$ cat src/rtl/enc_stream_encoder_if.sv
// Handshake bundle for the SECDED stream encoder: raw-word input side,
// codeword output side and the sent-word counter.
interface enc_stream_encoder_if #(
    parameter int DATA_WIDTH = 32,
    parameter int CNT_WIDTH  = 16
);
    logic [DATA_WIDTH-1:0] data_in;
    logic [1:0]            codeword_width;
    logic [DATA_WIDTH-1:0] inject_mask;
    logic                  in_valid;
    logic                  in_ready;
    logic [DATA_WIDTH-1:0] codeword;
    logic                  out_valid;
    logic                  out_ready;
    logic [CNT_WIDTH-1:0]  words_sent;

    modport slave (
        input  data_in, codeword_width, inject_mask, in_valid, out_ready,
        output in_ready, codeword, out_valid, words_sent
    );

    modport master (
        output data_in, codeword_width, inject_mask, in_valid, out_ready,
        input  in_ready, codeword, out_valid, words_sent
    );
endinterface

$ cat src/rtl/enc_stream_encoder.sv
// Two-stage SECDED Hamming encoder: S1 holds the raw word, S2 holds the
// registered codeword (data above parity, overall parity as the top parity bit).
module enc_stream_encoder #(
    parameter int DATA_WIDTH = 32,
    parameter int CNT_WIDTH  = 16
) (
    input  logic                 clk,
    input  logic                 rst,
    enc_stream_encoder_if.slave  bus
);

    // Valid/ready: a word moves across an interface on a rising edge where
    // valid and ready are both high; a held valid keeps its payload stable
    // until taken, and ready may depend combinationally on downstream ready.

    logic                  s1_valid_q, s1_valid_d;
    logic [DATA_WIDTH-1:0] s1_data_q,  s1_data_d;
    logic [1:0]            s1_mode_q,  s1_mode_d;
    logic [DATA_WIDTH-1:0] s1_mask_q,  s1_mask_d;
    logic                  s2_valid_q, s2_valid_d;
    logic [DATA_WIDTH-1:0] codeword_q, codeword_d;
    logic [CNT_WIDTH-1:0]  words_sent_q, words_sent_d;
    logic                  s2_advance;
    logic                  s1_take;

    function automatic logic [31:0] data_mask(input logic [1:0] mode);
        case (mode)
            2'b00:   data_mask = 32'h0000_000F;
            2'b01:   data_mask = 32'h0000_07FF;
            default: data_mask = 32'h03FF_FFFF;
        endcase
    endfunction

    // Data bits occupy the non-power-of-two Hamming positions in ascending
    // order; parity bit i covers every data bit whose position has bit i set.
    function automatic logic [31:0] encode(input logic [31:0] d, input logic [1:0] mode);
        logic [4:0]  p;
        logic [4:0]  pos;
        logic [4:0]  j;
        logic [2:0]  np;
        logic [5:0]  lim;
        logic        ovr;
        np  = (mode == 2'b00) ? 3'd3 : (mode == 2'b01) ? 3'd4 : 3'd5;
        lim = 6'd1 << np;
        p   = '0;
        j   = '0;
        for (int q = 1; q < 32; q++) begin
            pos = 5'(q);
            if (({1'b0, pos} < lim) && ((pos & (pos - 5'd1)) != 5'd0)) begin
                for (int i = 0; i < 5; i++) begin
                    if (pos[i] && d[j]) p[i] = ~p[i];
                end
                j = j + 5'd1;
            end
        end
        ovr = ^{d, p};
        case (mode)
            2'b00:   encode = {24'd0, d[3:0], ovr, p[2:0]};
            2'b01:   encode = {16'd0, d[10:0], ovr, p[3:0]};
            default: encode = {d[25:0], ovr, p[4:0]};
        endcase
    endfunction

    assign s2_advance   = !s2_valid_q || bus.out_ready;
    assign s1_take      = !s1_valid_q || s2_advance;
    assign bus.in_ready = !rst && s1_take;

    always_comb begin
        s1_valid_d   = s1_valid_q;
        s1_data_d    = s1_data_q;
        s1_mode_d    = s1_mode_q;
        s1_mask_d    = s1_mask_q;
        s2_valid_d   = s2_valid_q;
        codeword_d   = codeword_q;
        words_sent_d = words_sent_q;

        if (s1_take) begin
            s1_valid_d = bus.in_valid;
            if (bus.in_valid) begin
                s1_data_d = bus.data_in & data_mask(bus.codeword_width);
                s1_mode_d = bus.codeword_width;
                s1_mask_d = bus.inject_mask;
            end
        end

        if (s2_advance) begin
            s2_valid_d = s1_valid_q;
            if (s1_valid_q) codeword_d = encode(s1_data_q, s1_mode_q) ^ s1_mask_q;
        end

        if (s2_valid_q && bus.out_ready)
            words_sent_d = words_sent_q + {{(CNT_WIDTH-1){1'b0}}, 1'b1};
    end

    always_ff @(posedge clk or posedge rst) begin
        if (rst) begin
            s1_valid_q   <= 1'b0;
            s1_data_q    <= '0;
            s1_mode_q    <= 2'b00;
            s1_mask_q    <= '0;
            s2_valid_q   <= 1'b0;
            codeword_q   <= '0;
            words_sent_q <= '0;
        end else begin
            s1_valid_q   <= s1_valid_d;
            s1_data_q    <= s1_data_d;
            s1_mode_q    <= s1_mode_d;
            s1_mask_q    <= s1_mask_d;
            s2_valid_q   <= s2_valid_d;
            codeword_q   <= codeword_d;
            words_sent_q <= words_sent_d;
        end
    end

    assign bus.out_valid  = s2_valid_q;
    assign bus.codeword   = codeword_q;
    assign bus.words_sent = words_sent_q;

endmodule
$ cat src/flat_wrapper.sv
// flat-port wrapper written by rule: the top's interface ports become plain ports
module enc_stream_encoder_flat 
#(
    parameter int DATA_WIDTH = 32,
    parameter int CNT_WIDTH  = 16
)
  (clk, rst, bus_data_in, bus_codeword_width, bus_inject_mask, bus_in_valid, bus_out_ready, bus_in_ready, bus_codeword, bus_out_valid, bus_words_sent);
  enc_stream_encoder_if #(.DATA_WIDTH(DATA_WIDTH), .CNT_WIDTH(CNT_WIDTH)) bus_i ();
  input  logic clk;
  input  logic rst;
  input wire logic [$bits(bus_i.data_in)-1:0] bus_data_in;
  input wire logic [$bits(bus_i.codeword_width)-1:0] bus_codeword_width;
  input wire logic [$bits(bus_i.inject_mask)-1:0] bus_inject_mask;
  input wire logic [$bits(bus_i.in_valid)-1:0] bus_in_valid;
  input wire logic [$bits(bus_i.out_ready)-1:0] bus_out_ready;
  output wire logic [$bits(bus_i.in_ready)-1:0] bus_in_ready;
  output wire logic [$bits(bus_i.codeword)-1:0] bus_codeword;
  output wire logic [$bits(bus_i.out_valid)-1:0] bus_out_valid;
  output wire logic [$bits(bus_i.words_sent)-1:0] bus_words_sent;
  assign bus_i.data_in = bus_data_in;
  assign bus_i.codeword_width = bus_codeword_width;
  assign bus_i.inject_mask = bus_inject_mask;
  assign bus_i.in_valid = bus_in_valid;
  assign bus_i.out_ready = bus_out_ready;
  assign bus_in_ready = bus_i.in_ready;
  assign bus_codeword = bus_i.codeword;
  assign bus_out_valid = bus_i.out_valid;
  assign bus_words_sent = bus_i.words_sent;
  enc_stream_encoder #(.DATA_WIDTH(DATA_WIDTH), .CNT_WIDTH(CNT_WIDTH)) u_core (.clk(clk), .rst(rst), .bus(bus_i));
endmodule
$ cat config.mk
export PLATFORM = sky130hd
export DESIGN_NAME = enc_stream_encoder_flat
export DESIGN_NICKNAME = d
export VERILOG_FILES = /design/src/rtl/enc_stream_encoder_if.sv /design/src/rtl/enc_stream_encoder.sv /design/src/flat_wrapper.sv
export SDC_FILE = /design/constraint.sdc
export NUM_CORES = 1
export LEC_CHECK = 0
export ABC_AREA = 1
export CORE_ASPECT_RATIO = 0.5
export CORE_UTILIZATION = 45
export CTS_BUF_LIST = sky130_fd_sc_hd__clkbuf_4 sky130_fd_sc_hd__clkbuf_8 sky130_fd_sc_hd__clkbuf_16
export CTS_CLUSTER_DIAMETER = 60
export DETAILED_ROUTE_END_ITERATION = 8
export PLACE_DENSITY = 0.73
export SYNTH_ARGS = -nofsm -noshare
export SYNTH_HDL_FRONTEND = slang
export SYNTH_SLANG_ARGS = --single-unit
export TNS_END_PERCENT = 20
$ cat constraint.sdc
create_clock -name clk -period 5.1 [get_ports clk]
set_clock_uncertainty 0.05 [all_clocks]
set_input_delay 1.275 -clock clk [delete_from_list [all_inputs] [get_ports clk]]
set_output_delay 1.275 -clock clk [all_outputs]
set_load 0.05 [all_outputs]
Word level (Yosys, flattened, before mapping)
Cells that the tools add are included.
{ "word_totals": {"ff_bits": 116, "inputBits": 70, "out_inout_bits": 50, "wordCells": 506} }
{ "op_classes": {"n_addsub": 25, "order_cmp": 51, "n_eq_ne": 2, "n_shift": 1, "mux": 336, "bitwise": 72, "reduce_logical": 12} }
{ "ops": {"columns": ["cell", "n"], "rows": [
  ["$mux W5", 77],
  ["$mux W1", 170],
  ["$lt A5 B6 Y1 const B", 25],
  ["$mux W32", 4],
  ["$bmux W1 S5", 25],
  ["$add A5 B1 Y5 const B", 24],
  ["$lt A5 B6 Y1 const A", 15],
  ["$mux W2", 36],
  ["$not A1 Y1", 70],
  ["$pmux W32 S2", 1],
  ["$pmux W26 S2", 1],
  ["$mux W3", 16],
  ["$lt A4 B6 Y1 const A", 7],
  ["$reduce_xor A37 Y1", 1],
  ["$and A32 B32 Y32", 1],
  ["$xor A32 B32 Y32", 1],
  ["$mux W4", 6],
  ["$lt A3 B6 Y1 const A", 3],
  ["$add A16 B1 Y16 const B", 1],
  ["$lt A2 B6 Y1 const A", 1],
  ["$shl A1 B3 Y6 const A", 1],
  ["$eq A2 B1 Y1 const B", 2],
  ["$logic_not A2 Y1", 2],
  ["$reduce_and A2 Y1", 2],
  ["other kinds (3)", 7]
]} }

Depth between registers and ports, before layout
Gate-level depths: netlist of the first run.
{ "depth": {"word_depth": 129, "mapped_depth": 30} }

Least setup slack after synthesis of the first run
OpenSTA, ideal clock, no wires.
{ "synth_timing": {"path_kind": "input-to-output", "startpoint": "input rst", "endpoint": "output bus_in_ready", "arrival_time_ns": 4.095, "required_ns": 3.775, "setup_slack_ns": -0.320, "stages": 3, "cell_sequence": "inv_1 nand2_1 inv_1"} }
{ "synth_via": {"elab_chain_cells": 2} }
{ "synth_rtl": {"columns": ["element", "line", "rtl"], "rows": [
  ["from (decl)", "flat_wrapper.sv:10", "input logic rst;"],
  ["$logic_not A1 Y1", "enc_stream_encoder.sv:66", "assign bus.in_ready = !rst && s1_take;"],
  ["$logic_and A1 B1 Y1", "enc_stream_encoder.sv:66", null],
  ["to (decl)", "flat_wrapper.sv:16", "output wire logic [$bits(bus_i.in_ready)-1:0] bus_in_ready;"]
]} }
Every way passes these cells.

Final worst setup path of the first run
{ "layout_timing": {"startpoint": "input bus_out_ready", "endpoint": "output bus_in_ready"} }
{ "layout_via": {"elab_chain_cells": 3} }
{ "layout_rtl": {"columns": ["element", "line", "rtl"], "rows": [
  ["from (decl)", "flat_wrapper.sv:15", "input wire logic [$bits(bus_i.out_ready)-1:0] bus_out_ready;"],
  ["$logic_or A1 B1 Y1", "enc_stream_encoder.sv:64", "assign s2_advance = !s2_valid_q || bus.out_ready;"],
  ["$logic_or A1 B1 Y1", "enc_stream_encoder.sv:65", "assign s1_take = !s1_valid_q || s2_advance;"],
  ["$logic_and A1 B1 Y1", "enc_stream_encoder.sv:66", null]
]} }
Every way passes these cells.

==> results of run 1 <==
## power by group
group	switching (mW)	leakage (nW)	total (mW)	internal, mW
Sequential	0.148	1.37	1.21	1.06
Combinational	1.35	2.42	2.05	0.705
Clock	0.357	0.158	0.764	0.407
Total	1.85	3.95	4.03	2.17
## sequential cells by signal, summed over array words and instances, names as in the netlist
register / flops
u_core.bus.codeword: 32
u_core.bus.out_valid: 1
u_core.bus.words_sent: 16
u_core.s1_mask_q: 32
u_core.s1_mode_q: 2
u_core.s1_data_q: 26
u_core.s1_valid_q: 1
## worst paths after layout
path	start	slack, ns	to
hold / removal	u_core.bus.words_sent[15]$_DFFE_PP0P_	0.43	u_core.bus.words_sent[15]$_DFFE_PP0P_
hold reg to reg	u_core.bus.words_sent[15]$_DFFE_PP0P_	0.43	u_core.bus.words_sent[15]$_DFFE_PP0P_
setup reg to reg	u_core.s1_mode_q[1]$_DFFE_PP0P_	1.72	u_core.bus.codeword[5]$_DFFE_PP0P_
max in group asynchronous	rst	2.36	u_core.s1_data_q[20]$_DFFE_PP0P_
min in group asynchronous	rst	1.44	u_core.bus.words_sent[0]$_DFFE_PP0P_
setup / recovery	bus_out_ready	0.95	bus_in_ready
## layout make-up
type                            instances  share of cell area, %
Clock buffer                           10                   2.94
Sequential cell                       110                   33.9
Inverter                               89                   4.22
Multi-Input combinational cell        657                   40.4
Timing Repair Buffer                  118                   14.5
Tap cell                              192                   2.96
Clock inverter                          6                   1.03
## Yosys cell counts (2+ instances only)
master	n
a21oi_1	7
buf_1	5
buf_2	6
buf_4	2
clkbuf_1	18
clkinv_1	2
conb_1	2
dfrtp_1	110
ha_1	2
inv_1	83
inv_2	3
nand2_1	305
nand2_2	3
nand3_1	106
nand3b_1	2
nand4_1	12
nor2_1	33
nor2_2	5
nor2_4	2
nor3_1	5
o21ai_0	75
o21ai_1	2
o221ai_1	2
o22ai_1	8
xnor2_1	26
xor2_1	48
## cells by family after synthesis
| kind of cell | share of synthesized area, % |
|---|---|
| compound gates | 7.83 |
| xor+xnor | 9.94 |
| fa+ha+maj | 0.384 |
| buf+inv | 7.39 |
| flops | 42.2 |
| mux | 0.173 |
| other cells | 0.115 |
| simple gates | 31.9 |
## per-layer routing
| metal | GRT usage, % | up-vias | part of all wire (%) |
|---|---|---|---|
| met1 | 34.2 | 2871 | 48 |
| met2 | 38.5 | 206 | 43 |
| met4 | 6.03 | 0 | 1.5 |
| met5 | 0 | - | 0 |
| li1 | - | 3021 | - |
| met3 | 5.27 | 20 | 7.1 |
## stage by stage
step | util [%] | instance area, um2 | std cells | hold WS, ns | total power, mW
after floorplan | - | 6520 | 888 | 0.412 | 2.70
after global placement | 56.3 | 7800 | 1166 | 0.410 | 3.22
after detailed placement | 56.3 | 7800 | 1166 | 0.421 | 3.27
after CTS | 58.7 | 8130 | 1182 | 0.436 | 4.03
after global routing | 58.7 | 8130 | 1182 | 0.456 | 4.30
final | 58.7 | 8130 | 1182 | 0.429 | 4.03
## critical path, delay by kind of cell
| family | cells | cell delay, ns |
|---|---|---|
| buffers and inverters | 4 | 1.38 |
| AND/OR/NAND/NOR | 2 | 0.17 |
==> metrics.cfg, run 1 <==
[synthesis]
syn_avg_cell_area_um2 = 7.34
synth_area_um2 = 6520
synth_area_leaders = dfrtp_1 (42%), nand2_1 (18%), nand3_1 (8.1%)
ys_types = 40
async_flop_share_pct = 100
ys_warn_count = 0
synth_flop_cell = dfrtp_1
syn-num-nets = 960
yosysSeqAreaShare_pct = 42.2
syn_inst = 888
synth_edf_count = 0
netlist.top_cell.by_area = dfrtp_1
synth.top_cell.area_share_pct = 42.2
ys_ff_latch = 110

[clock_tree]
clkTransAtPathRegs_ns = 0.08
root_buffer = clkbuf_16
htreeDepth = 3
post_cts_resize_count = 0
cts_tree = built
hold_buffers = 0
cts.sinks = 110
cts_setup_buffers = 0
clockBufferDepth = 2
numCtsBuffers = 9
clkLatencyLatePin_ns = 0.36

[final_layout]
area_growth_pct = 24.7
layout_common_cells = nand2_1 (304), clkdlybuf4s50_1 (113), dfrtp_1 (110)
n_fill_cell = 1260
multi_input_area_um2 = 3290
final_common_cell = nand2_1
layout-drive-gt1-share_pct = 4.65
antennaDiodeCount = 0
layout.nets = 1057
seq_area_um2 = 2750

[sta]
slew_headroom_pct = 31.4
finalCritPeriodShare_pct = 81.5
max_freq_mhz = 241
period_needed_ns = 4.15
drv_slew = 0
fin_tns_setup_ns = 0
layout_setup_ws_ns = 0.945
hold_viol = 0
max_slew.worst_pin.slew_ns = 1.03
rsz0062_at_grt = no
setup_viol = 0

[die]
design.die.area_um2 = 15000
start_util_pct = 47.1
die_h_um = 87.1
die_x_um = 172
pin_count = 120
row_count = 30
core_um2 = 13900

[setup_path]
crit_slowest_cell = clkdlybuf4s50_1
rr_worst_depth = 25
path_cells = clkdlybuf4s50_1, inv_1, nand3_1, nand2_1, inv_1, clkdlybuf4s50_1
crit_path_end_kind = primary output
critPathMaxFanout = 3
path_class = in -> out
arrival_ns = 2.83
max_stage_delay_ns = 0.78
worstSetupStartpointType = input pin
crit_required_ns = 3.77

[route]
ant_nets = 0
vias_per_cell = 5.18
dr_total_vias = 6118
drt-total-wl_um = 17100
drt-initial-drc-count = 369
drc = 0
wire_per_inst_um = 14.5
first_pass_iters = 5

[global_routing]
grt_usage_pct = 24.4
grt_pass1_wl_um = 28000
grt_max_degree = 64
grt.overflow.total = 0
antenna_found_initial = 0
grt_pass1_vias = 5744

[status]
run_status = finished clean

[min_path]
hold_depth = 1
hold_path_class = reg -> reg

[placement]
io_buffer_count = 113
place_ws_ns = 0.957
place_congestion = 0.964
dp_hpwl_um = 12800

[power]
p_leak_nw = 3.95
powerDensity_nw_per_um2 = 495
ir_worst_vdd_uv = 214

[run]
maxCapViolCount = 0

Power figures use the tool's default switching activity.
==> run 2, diff against run 1 <==
--- a/config.mk
+++ b/config.mk
@@ -11,7 +11,7 @@
 export CTS_BUF_LIST = sky130_fd_sc_hd__clkbuf_4 sky130_fd_sc_hd__clkbuf_8 sky130_fd_sc_hd__clkbuf_16
 export CTS_CLUSTER_DIAMETER = 60
 export DETAILED_ROUTE_END_ITERATION = 8
-export PLACE_DENSITY = 0.73
+export PLACE_DENSITY = 0.7
 export SYNTH_ARGS = -nofsm -noshare
 export SYNTH_HDL_FRONTEND = slang
 export SYNTH_SLANG_ARGS = --single-unit
==> constraint.sdc (replaced) <==
create_clock -name clk -period 4 [get_ports clk]
set_clock_uncertainty 0.05 [all_clocks]
set_input_delay 1 -clock clk [delete_from_list [all_inputs] [get_ports clk]]
set_output_delay 1 -clock clk [all_outputs]
set_load 0.05 [all_outputs]
==> metrics.cfg, run 2 (synthesis gave the netlist of run 1 again) <==
[status]
run_status = finished clean

[clock_tree]
post_cts_resize_count = 0
cts.sinks = 110
cts_tree = built
htreeDepth = 3
cts_setup_buffers = 0
clkTransAtPathRegs_ns = 0.09
clkLatencyLatePin_ns = 0.37
numCtsBuffers = 9
root_buffer = clkbuf_16
hold_buffers = 0
clockBufferDepth = 2

[setup_path]
path_cells = buf_4, o21ai_0, nor2_1, nand3_1, nand2_1, nand2_1, nand3_1, nand2_1, nor2_2, nand3_1, nand2_1, nand2_1, nand2_2, nor2_1, nor2_1, nand3_1, nand2_1, nand2_1, nand2_1, nand2_1, nand3_1, nand2_1
path_class = reg -> reg
rr_endpoint = u_core.bus.codeword[3]$_DFFE_PP0P_
reg2reg_from = u_core.s1_mode_q[1]$_DFFE_PP0P_
path_delay_family = simple AND/OR/NAND/NOR gates
worstSetupStartpointType = flop
critPathMaxFanout = 43
crit_slowest_cell = dfrtp_1
max_stage_delay_ns = 0.52
worst_path_most_repeated_cell = nand2_1
critPathBufInv = 1
crit_path_start = u_core.s1_mode_q[1]$_DFFE_PP0P_
rr_worst_depth = 22
crit_path_end_kind = flop
r2r_slack_ns = 0.71
crit_required_ns = 4.20
arrival_ns = 3.49

[final_layout]
final_area_um2 = 8150
layout-drive-gt1-share_pct = 5.13
utilization_pct = 58.8
layout.nets = 1061
layout_common_cells = nand2_1 (304), clkdlybuf4s50_1 (112), dfrtp_1 (110)
antennaDiodeCount = 0
area_growth_pct = 25.0
final_common_cell = nand2_1

[sta]
period_needed_ns = 3.29
setup_viol = 0
max_freq_mhz = 304
max_slew.worst_pin.slew_ns = 0.794
finalCritPeriodShare_pct = 82.3
hold_viol = 0
drv_slew = 0
rsz0062_at_grt = no
holdWs_ns = 0.418
slew_headroom_pct = 47.1
layout_setup_ws_ns = 0.707

[global_routing]
antenna_found_initial = 0
grt_pass1_wl_um = 28200
grt_max_degree = 63
grt.overflow.total = 0
grt_pass1_vias = 5754
grt_usage_pct = 24.7

[route]
dr_total_vias = 6072
drc = 0
vias_per_cell = 5.12
first_pass_iters = 5
drt-initial-drc-count = 351
wire_per_inst_um = 14.5
drt-total-wl_um = 17200
ant_nets = 0

[die]
design.die.area_um2 = 15000
start_util_pct = 47.1
core_um2 = 13900
die_x_um = 172
row_count = 30
pin_count = 120
die_h_um = 87.1

[power]
powerDensity_nw_per_um2 = 629
p_leak_nw = 3.97
ir_worst_vdd_uv = 240

[min_path]
hold_path_class = reg -> reg
hold_start = u_core.bus.words_sent[15]$_DFFE_PP0P_
min_to = u_core.bus.words_sent[15]$_DFFE_PP0P_
hold_depth = 1

[placement]
place_congestion = 0.910
io_buffer_count = 113
place_ws_ns = 0.739
dp_hpwl_um = 13200
dpl-instance-area_um2 = 7830

[run]
maxCapViolCount = 0

## run 2: cell types whose count changed in the layout (fill, tap and decap cells not counted)
cell             change
buf_4                +5
bufinv_16            -1
clkbuf_8             -1
clkdlybuf4s50_1      -1
clkinv_4             -1
clkinv_8             +2
inv_12               +1
## run 2: report_power, final
part	switching [mW]	internal, mW	leakage, nW
clock network	0.493	0.457	0.154
logic	1.73	0.904	2.44
registers	0.193	1.35	1.37
## run 2: worst max-delay path by stage
stage                                                     to  slack (ns)  depth (start not counted)
after floorplan                                 bus_in_ready       -0.02                          3
after global placement    u_core.bus.codeword[5]$_DFFE_PP0P_        0.82                         24
after detailed placement  u_core.bus.codeword[3]$_DFFE_PP0P_        0.74                         22
after CTS                 u_core.bus.codeword[3]$_DFFE_PP0P_        0.73                         22
after global routing      u_core.bus.codeword[5]$_DFFE_PP0P_        0.34                         22
final                     u_core.bus.codeword[3]$_DFFE_PP0P_        0.71                         22
## run 2: through the flow
stage | total power, mW | cells | setup TNS (ns)
2_1_floorplan | 3.44 | 888 | -0.0181
3_3_place_gp | 4.12 | 1170 | 0
3_5_place_dp | 4.19 | 1170 | 0
4_1_cts | 5.14 | 1186 | 0
5_1_grt | 5.49 | 1186 | 0
6_report | 5.13 | 1186 | 0
## run 2: cell type report
| cell class | instances | area, um2 |
|---|---|---|
| fill | 1298 | 5700 |
| multi-input combinational | 657 | 3290 |
| sequential | 110 | 2750 |
| timing repair buffer | 122 | 1210 |
| inverter | 89 | 343 |
| tap | 192 | 240 |
| clock buffer | 9 | 225 |
| clock inverter | 7 | 93.8 |
## run 2: per-layer routing
layer | wire [um] | up-vias | GRT usage (%)
met1 | 8310 | 2860 | 33.8
met4 | 213 | 0 | 5.39
met3 | 1200 | 17 | 5.91
met5 | 0 | - | 0
met2 | 7520 | 175 | 39.8
li1 | - | 3020 | -
==> run 3, diff against run 2 <==
==> constraint.sdc (replaced) <==
create_clock -name clk -period 3.19 [get_ports clk]
set_clock_uncertainty 0.05 [all_clocks]
set_input_delay 0.7975 -clock clk [delete_from_list [all_inputs] [get_ports clk]]
set_output_delay 0.7975 -clock clk [all_outputs]
set_load 0.05 [all_outputs]
==> metrics.cfg, run 3 (synthesis gave the netlist of run 1 again) <==
[setup_path]
rr_endpoint = u_core.bus.codeword[5]$_DFFE_PP0P_
max_stage_delay_ns = 0.40
crit_path_end_kind = flop
crit_end = u_core.bus.codeword[5]$_DFFE_PP0P_
arrival_ns = 3.07
crit_required_ns = 3.39
reg2reg_from = u_core.s1_data_q[4]$_DFFE_PP0P_
path_class = reg -> reg
worst_path_most_repeated_cell = nand2_1
worstSetupStartpointType = flop
worst-path-stages = 25
critPathMaxFanout = 10
crit_slowest_cell = dfrtp_1
path_delay_family = simple AND/OR/NAND/NOR gates
critPathBufInv = 3
crit_path_start = u_core.s1_data_q[4]$_DFFE_PP0P_
rr_worst_depth = 25
r2r_slack_ns = 0.32

[route]
drc = 0
vias_per_cell = 5.13
ant_nets = 0
drt-initial-drc-count = 327
wire_per_inst_um = 14.3
drt-total-wl_um = 17100
first_pass_iters = 5
dr_total_vias = 6105

[clock_tree]
cts_tree = built
clkLatencyLatePin_ns = 0.36
clockBufferDepth = 2
numCtsBuffers = 9
htreeDepth = 3
clkTransAtPathRegs_ns = 0.09
cts.sinks = 110
hold_buffers = 0
root_buffer = clkbuf_16

[power]
total_power_mw = 6.44
powerDensity_nw_per_um2 = 787
ir_worst_vdd_uv = 364
p_leak_nw = 3.99

[die]
die_x_um = 172
design.die.area_um2 = 15000
start_util_pct = 47.1
pin_count = 120
die_h_um = 87.1
row_count = 30
core_um2 = 13900

[global_routing]
grt.overflow.total = 0
grt_usage_pct = 24.1
grt_max_degree = 62
grt_pass1_vias = 5539
antenna_found_initial = 0
grt_pass1_wl_um = 27600

[min_path]
hold_path_class = reg -> reg

[sta]
drv_slew = 0
max_freq_mhz = 348
holdWs_ns = 0.419
finalCritPeriodShare_pct = 90.0
rsz0062_at_grt = no
slew_headroom_pct = 49.2
setup_viol = 0
hold_viol = 0
period_needed_ns = 2.87
max_slew.worst_pin.slew_ns = 0.762
layout_setup_ws_ns = 0.319

[final_layout]
layout-drive-gt1-share_pct = 5.72
finalNonFillerCells = 1189
area_growth_pct = 25.6
antennaDiodeCount = 0
layout.nets = 1064
n_fill_cell = 1249
final_common_cell = nand2_1
layout_common_cells = nand2_1 (304), clkdlybuf4s50_1 (112), dfrtp_1 (109)

[placement]
place_congestion = 0.914
io_buffer_count = 113
dpl.cell_count = 1172
dp_hpwl_um = 12900
place_ws_ns = 0.213

[run]
maxCapViolCount = 0

[status]
run_status = finished clean

[run 3: power by group]
| part | internal [mW] | switching [mW] |
|---|---|---|
| clock network | 0.573 | 0.613 |
| logic | 1.15 | 2.17 |
| registers | 1.70 | 0.247 |
| total | 3.42 | 3.03 |
[run 3: worst min-delay path by stage]
stage | slack, ns | depth (start not counted) | start | to
5_1_grt | 0.44 | 1 | u_core.bus.words_sent[15]$_DFFE_PP0P_ | u_core.bus.words_sent[15]$_DFFE_PP0P_
6_report | 0.42 | 1 | u_core.bus.words_sent[15]$_DFFE_PP0P_ | u_core.bus.words_sent[15]$_DFFE_PP0P_
3_3_place_gp | 0.41 | 1 | u_core.bus.words_sent[15]$_DFFE_PP0P_ | u_core.bus.words_sent[15]$_DFFE_PP0P_
2_1_floorplan | 0.41 | 2 | u_core.s1_mask_q[4]$_DFFE_PP0P_ | u_core.s1_mask_q[4]$_DFFE_PP0P_
3_5_place_dp | 0.42 | 1 | u_core.bus.words_sent[15]$_DFFE_PP0P_ | u_core.bus.words_sent[15]$_DFFE_PP0P_
4_1_cts | 0.43 | 1 | u_core.bus.words_sent[15]$_DFFE_PP0P_ | u_core.bus.words_sent[15]$_DFFE_PP0P_
[run 3: layer usage]
metal / wire length (um) / part of all wire [%] / vias up / global-route usage, %
met4: 185 / 1.1 / 0 / 4.91
li1: - / - / 3028 / -
met2: 7400 / 43 / 161 / 37.6
met1: 8550 / 50 / 2897 / 35.3
met5: 0 / 0 / - / 0
met3: 926 / 5.4 / 19 / 3.82
[run 3: what timing repair did]
action | CTS | global route
resized for setup | 0 | 6
setup endpoints to repair | 0 | 3
setup buffers | 0 | 1
[run 3: per-stage QoR]
stage	instance area (um2)	TNS [ns]	util [%]
6_report	8190	0	59.1
5_1_grt	8190	0	59.1
4_1_cts	8160	0	58.9
3_5_place_dp	7850	0	56.6
3_3_place_gp	7850	0	56.6
2_1_floorplan	6520	-0.423	-
[run 3: layout make-up]
class,instances,area [um2],share of cell area [%]
inverters,89,343,4.19
clock inverters,7,93.8,1.15
repair buffers,125,1240,15.1
flip-flops and latches,110,2750,33.6
multi-input cells,657,3290,40.2
well taps,192,240,2.93
clock buffers,9,225,2.75
[run 3: worst register-to-register path, stage by stage (launching register included)]
cell and delay [ns]:
dfrtp_1 0.40, inv_1 0.14, nand2_4 0.17, nand2_4 0.11
nor2_4 0.18, nand3_1 0.13, nand2_1 0.11, nand2_1 0.07
nand3_1 0.08, nand2_1 0.06, nor2_2 0.15, inv_1 0.06
nand2_1 0.08, nand2_1 0.13, nand2_1 0.11, nand2_2 0.07
nand2_1 0.06, inv_1 0.03, nor2_1 0.08, nand3_1 0.09
nand2_1 0.09, nand2_1 0.07, nand2_1 0.07, nand2_1 0.05
nand3_1 0.06, nand2_1 0.05
